===== src/rtl/divider_pkg.sv =====
// Shared definitions for the sequential divider.
// Contents: FSM state type and the default operand width.
package divider_pkg;

  localparam int unsigned DIVIDER_DEFAULT_NB_BIT = 8;

  typedef enum logic [1:0] {
    IDLE = 2'd0,
    RUN  = 2'd1,
    DONE = 2'd2
  } state_t;

endpackage


===== src/rtl/subtractor_n.sv =====
// Unsigned nb_bit-wide subtractor: diff_o = a_i - b_i.
// Ports:
//   a_i, b_i  minuend / subtrahend
//   diff_o    difference (mod 2^nb_bit)
//   borrow_o  carry-out of a_i + ~b_i + 1; high when a_i >= b_i
module subtractor_n #(
  parameter int unsigned nb_bit = 8
) (
  input  logic [nb_bit-1:0] a_i,
  input  logic [nb_bit-1:0] b_i,
  output logic [nb_bit-1:0] diff_o,
  output logic              borrow_o
);

  localparam int unsigned SW = nb_bit + 1;

  logic [SW-1:0] sum;

  // Two's-complement subtraction; the carry-out doubles as the "no borrow" flag.
  assign sum      = {1'b0, a_i} + {1'b0, ~b_i} + SW'(1);
  assign diff_o   = sum[nb_bit-1:0];
  assign borrow_o = sum[nb_bit];

endmodule


===== src/rtl/divider_seq_n.sv =====
// Sequential unsigned restoring divider, one quotient bit per clock, using a
// single shared subtractor_n over nb_bit iterations.
// Optional feature: define DIVIDER_SEQ_ZERO_CHECK_EN to short-circuit a zero
// divisor straight to DONE and flag div_by_zero_o.
// Ports:
//   clk_i, rst_i   clock (rising edge), async active-high reset
//   start_i        request, accepted only in IDLE
//   dividend_i     dividend, sampled on accept
//   divisor_i      divisor, sampled on accept
//   busy_o         high whenever not IDLE
//   done_o         one-cycle result pulse
//   quotient_o     quotient
//   remainder_o    remainder
//   div_by_zero_o  divisor was zero (tied 0 without the zero-check feature)
module divider_seq_n
  import divider_pkg::*;
#(
  parameter int unsigned nb_bit = DIVIDER_DEFAULT_NB_BIT
) (
  input  logic              clk_i,
  input  logic              rst_i,
  input  logic              start_i,
  input  logic [nb_bit-1:0] dividend_i,
  input  logic [nb_bit-1:0] divisor_i,
  output logic              busy_o,
  output logic              done_o,
  output logic [nb_bit-1:0] quotient_o,
  output logic [nb_bit-1:0] remainder_o,
  output logic              div_by_zero_o
);

  localparam int unsigned RW    = nb_bit + 1;
  localparam int unsigned CNT_W = $clog2(nb_bit);

  state_t            state, state_nxt;
  logic [RW-1:0]     rem_q;
  logic [nb_bit-1:0] quo_q;
  logic [nb_bit-1:0] div_q;
  logic [CNT_W-1:0]  cnt_q;
  logic              busy_q;
  logic              done_q;

  logic [RW-1:0]     t_val;
  logic [RW-1:0]     diff;
  logic              ge;
  logic              zero_c;

  // Shift the next dividend bit into the partial remainder.
  assign t_val = {rem_q[nb_bit-1:0], quo_q[nb_bit-1]};

  subtractor_n #(.nb_bit(RW)) u_sub (
    .a_i      (t_val),
    .b_i      ({1'b0, div_q}),
    .diff_o   (diff),
    .borrow_o (ge)
  );

`ifdef DIVIDER_SEQ_ZERO_CHECK_EN
  logic dz_q;
  assign zero_c        = (divisor_i == '0);
  assign div_by_zero_o = dz_q;
`else
  assign zero_c        = 1'b0;
  assign div_by_zero_o = 1'b0;
`endif

  // State register.
  always_ff @(posedge clk_i or posedge rst_i) begin
    if (rst_i) state <= IDLE;
    else       state <= state_nxt;
  end

  // Next-state logic.
  always_comb begin
    state_nxt = state;
    case (state)
      IDLE: if (start_i) state_nxt = zero_c ? DONE : RUN;
      RUN:  if (cnt_q == '0) state_nxt = DONE;
      DONE: state_nxt = IDLE;
      default: state_nxt = IDLE;
    endcase
  end

  // Datapath and registered status outputs.
  always_ff @(posedge clk_i or posedge rst_i) begin
    if (rst_i) begin
      rem_q  <= '0;
      quo_q  <= '0;
      div_q  <= '0;
      cnt_q  <= '0;
      busy_q <= 1'b0;
      done_q <= 1'b0;
`ifdef DIVIDER_SEQ_ZERO_CHECK_EN
      dz_q   <= 1'b0;
`endif
    end else begin
      busy_q <= (state_nxt != IDLE);
      done_q <= (state_nxt == DONE);
      case (state)
        IDLE: begin
          if (start_i) begin
            div_q <= divisor_i;
            cnt_q <= CNT_W'(nb_bit - 1);
`ifdef DIVIDER_SEQ_ZERO_CHECK_EN
            dz_q  <= zero_c;
            if (zero_c) begin
              quo_q <= '1;
              rem_q <= RW'(dividend_i);
            end else begin
              quo_q <= dividend_i;
              rem_q <= '0;
            end
`else
            quo_q <= dividend_i;
            rem_q <= '0;
`endif
          end
        end
        RUN: begin
          // Restore (keep T) when the trial subtraction would go negative.
          quo_q <= {quo_q[nb_bit-2:0], ge};
          rem_q <= ge ? diff : t_val;
          cnt_q <= cnt_q - CNT_W'(1);
        end
        default: ;
      endcase
    end
  end

  assign busy_o      = busy_q;
  assign done_o      = done_q;
  assign quotient_o  = quo_q;
  assign remainder_o = rem_q[nb_bit-1:0];

endmodule


===== config.mk =====
export PLATFORM = sky130hd
export DESIGN_NAME = divider_seq_n
export DESIGN_NICKNAME = d
export VERILOG_FILES = /design/src/rtl/divider_pkg.sv /design/src/rtl/subtractor_n.sv /design/src/rtl/divider_seq_n.sv
export SDC_FILE = /design/constraint.sdc
export NUM_CORES = 1
export LEC_CHECK = 0
export CORE_ASPECT_RATIO = 1.25
export CORE_MARGIN = 4
export CORE_UTILIZATION = 54
export DETAILED_ROUTE_END_ITERATION = 16
export PLACE_DENSITY = 0.95
export REMOVE_ABC_BUFFERS = 1
export SYNTH_ARGS = -nofsm -noshare
export SYNTH_HDL_FRONTEND = slang
export SYNTH_SLANG_ARGS = --single-unit
export TNS_END_PERCENT = 1

===== constraint.sdc =====
create_clock -name clk_i -period 6 [get_ports clk_i]
set_clock_uncertainty 0.1 [all_clocks]
set_input_delay 1.8 -clock clk_i [delete_from_list [all_inputs] [get_ports clk_i]]
set_output_delay 1.8 -clock clk_i [all_outputs]
set_load 0.005 [all_outputs]

==> results.ini <==
[final_layout]
regArea_sq_um = 776
finalNetCount = 251
fillers = 219
diodes = 0
layout-drive-gt1-share_pct = 9.01
area_growth_pct = 26.1
multi_input_area_sq_um = 818

[route]
ant_nets = 0
initialDrtViolationCount = 66
drc_errors = 0
drt-total-wl_mm = 3.63
via_per_inst = 5.70
wl_per_cell_um = 14.1
vias = 1470
drt_pass1_iterations = 4

[clocking]
post-cts-setup-buffers = 0
cts_resized = 0
cts_tree = done
hold_buffers = 0
cts-root-buf = clkbuf_4
cts_max_path_buffers = 2
path_clk_slew_ns = 0.09
cts_sinks = 31
clk_latency_ns = 0.33
htreeDepth = 2
cts_buffers = 5

[sta]
drv_slew = 0
report.final.setup_viol = 0
rsz0062_at_grt = false
timing.final.crit_period_ns = 3.29
tightest_slew_ns = 1.16
setup_tns_ns = 0
clock.fmax_mhz = 304
slew_headroom_pct = 22.3
fin_crit_sh_pct = 54.8
hold_viol_final = 0

[synth]
synth_area_sq_mm = 0.00170
synth.yosys.warnings = 0
post_synth_inst_count = 185
synth_common_cells = 31 x dfrtp_1, 31 x nand2_1, 17 x inv_1
synthDistinctLibCells = 38
yosys_register_bits = 31
synthArstFlopShare_pct = 100
synth_area_leaders = dfrtp_1 46%, ha_1 7.3%, nand2_1 6.8%
yosysSeqAreaShare_pct = 45.6
ys.flop_type = dfrtp_1
yosysTopAreaCellShare_pct = 45.6
synth_edf_count = 0
syn_avg_cell_area_sq_um = 9.20
yosysTopAreaCell = dfrtp_1

[grt]
grt_pass1_vias = 1521
grt_remaining_overflow = 0
grt_max_degree = 32
grt_pass1_wl_mm = 6.32
track_usage_pct = 20.0
antenna_found_initial = 0

[setup_path]
slowest_stage = clkdlybuf4s50_1
crit_path_end_kind = register
path_cells = clkdlybuf4s50_1 > nor2_1 > or2_2 > inv_1 > o21ai_0 > a21oi_1 > a21o_1
path_class = in -> reg
reg2reg_slack_ns = 3.67
worst_ep_arrival_time_ns = 3.47
required_ns = 6.18
critPathMaxStageDelay_ns = 0.47
critPathLaunchType = input pin
crit_fanout = 16

[power]
power_leakage_nw = 0.969
ir_worst_vdd_uv = 377
internal-power_w = 0.000782
p_sw_share_pct = 43.3
powerDensity_mw_per_mm2 = 643
p_sw_w = 0.000598
p_clk_share_pct = 10.1
pwr-share-seq_pct = 28.2
power_w = 0.00138
p_comb_share_pct = 61.7

[die]
initial_utilization_pct = 57.3
coreArea_sq_mm = 0.00297
die_area_sq_mm = 0.00412
io-pin-count = 38
die_height_um = 70.8
die_w_um = 58.2
rows = 22

[placed_design]
place_congestion = 0.816
portBuffers = 36
dp_hpwl_mm = 2.63

[worst_hold_path]
hold_path.class = reg -> reg

[job]
max_cap_viol_count = 0

[run_status]
outcome = completed

-- registers in the layout (all words and copies together), names as in the netlist --
signal / cells
div_q: 8
quotient_o: 8
rem_q: 8
cnt_q: 3
state: 2
busy_o: 1
done_o: 1
-- layout make-up --
class,instances,share of cell area (%)
clock buffer,8,3.21
inverter,17,2.97
multi-input combinational,128,38.1
sequential,31,36.1
tap,36,2.10
timing repair buffer,38,17.5
-- layer usage --
| layer | vias to the layer above | global-route usage, % | share of wire [%] |
|---|---|---|---|
| met4 | 0 | 10.8 | 2.8 |
| met5 | - | 0 | 0 |
| met1 | 704 | 20.9 | 39 |
| met2 | 52 | 35.9 | 51 |
| li1 | 702 | - | - |
| met3 | 12 | 4.56 | 6.3 |
-- cell families (layout without fill, tap and decap cells) --
logic type | count (synthesis) | in the layout | share of synthesized area [%]
AO/OA/AOI/OAI | 47 | 47 | 19.0
XOR/XNOR | 3 | 3 | 1.54
adder cells (fa/ha/maj) | 11 | 11 | 8.52
buffers and inverters | 26 | 63 | 6.39
flip-flops | 31 | 31 | 45.6
multiplexers | 4 | 4 | 2.42
other | 1 | 1 | 0.220
AND/OR/NAND/NOR | 62 | 62 | 16.4
-- final timing paths --
kind	startpoint	end	cells past startpoint
hold / removal	cnt_q[0]	cnt_q[0]	1
min in group asynchronous	rst_i	cnt_q[2]	2
hold reg to reg	cnt_q[0]	cnt_q[0]	1
setup reg to reg	rem_q[5]	rem_q[2]	6
max in group asynchronous	rst_i	div_q[1]	2
setup / recovery	start_i	quotient_o[0]	7
-- layout by cell type, fill, tap and decap left out, drive strengths merged, types with 2 or more instances in the layout --
cell type / netlist / routed
a21oi: 9 / 9
a22oi: 2 / 2
a31oi: 7 / 7
a32oi: 4 / 4
and2: 2 / 2
buf: 3 / 2
clkbuf: 6 / 8
clkdlybuf4s50: 0 / 36
dfrtp: 31 / 31
ha: 10 / 10
inv: 17 / 17
mux2i: 3 / 3
nand2: 32 / 32
nand2b: 3 / 3
nand3: 3 / 3
nor2: 13 / 13
nor2b: 2 / 2
nor3: 4 / 4
o21ai: 15 / 15
o311ai: 2 / 2
xnor2: 2 / 2
-- metrics by stage --
step	util, %	setup WS (ns)	hold WS (ns)	cell area [sq um]	instances
6_report	72.2	2.71	0.412	2150	258
5_1_grt	72.2	2.59	0.462	2150	258
4_1_cts	72.2	2.72	0.417	2150	258
3_5_place_dp	69.9	2.37	0.403	2080	250
3_3_place_gp	69.9	2.41	0.378	2080	250
2_1_floorplan	-	2.77	0.361	1660	176
-- power by group through the flow --
| stage | registers (W) | clock network (W) | logic, W |
|---|---|---|---|
| CTS | 0.000390 | 0.000142 | 0.000853 |
| global placement | 0.000391 | 0 | 0.000803 |
| global route | 0.000403 | 0.000152 | 0.000951 |
| finish | 0.000390 | 0.000140 | 0.000851 |
| detailed placement | 0.000392 | 0 | 0.000848 |
| floorplan | 0.000384 | 0 | 0.000573 |
-- worst max-delay path, delay by kind of cell --
kind | cells | cell delay, ns
simple gates | 2 | 0.45
compound gates | 3 | 0.39
buf+inv | 2 | 0.82
Power figures use the tool's default switching activity.
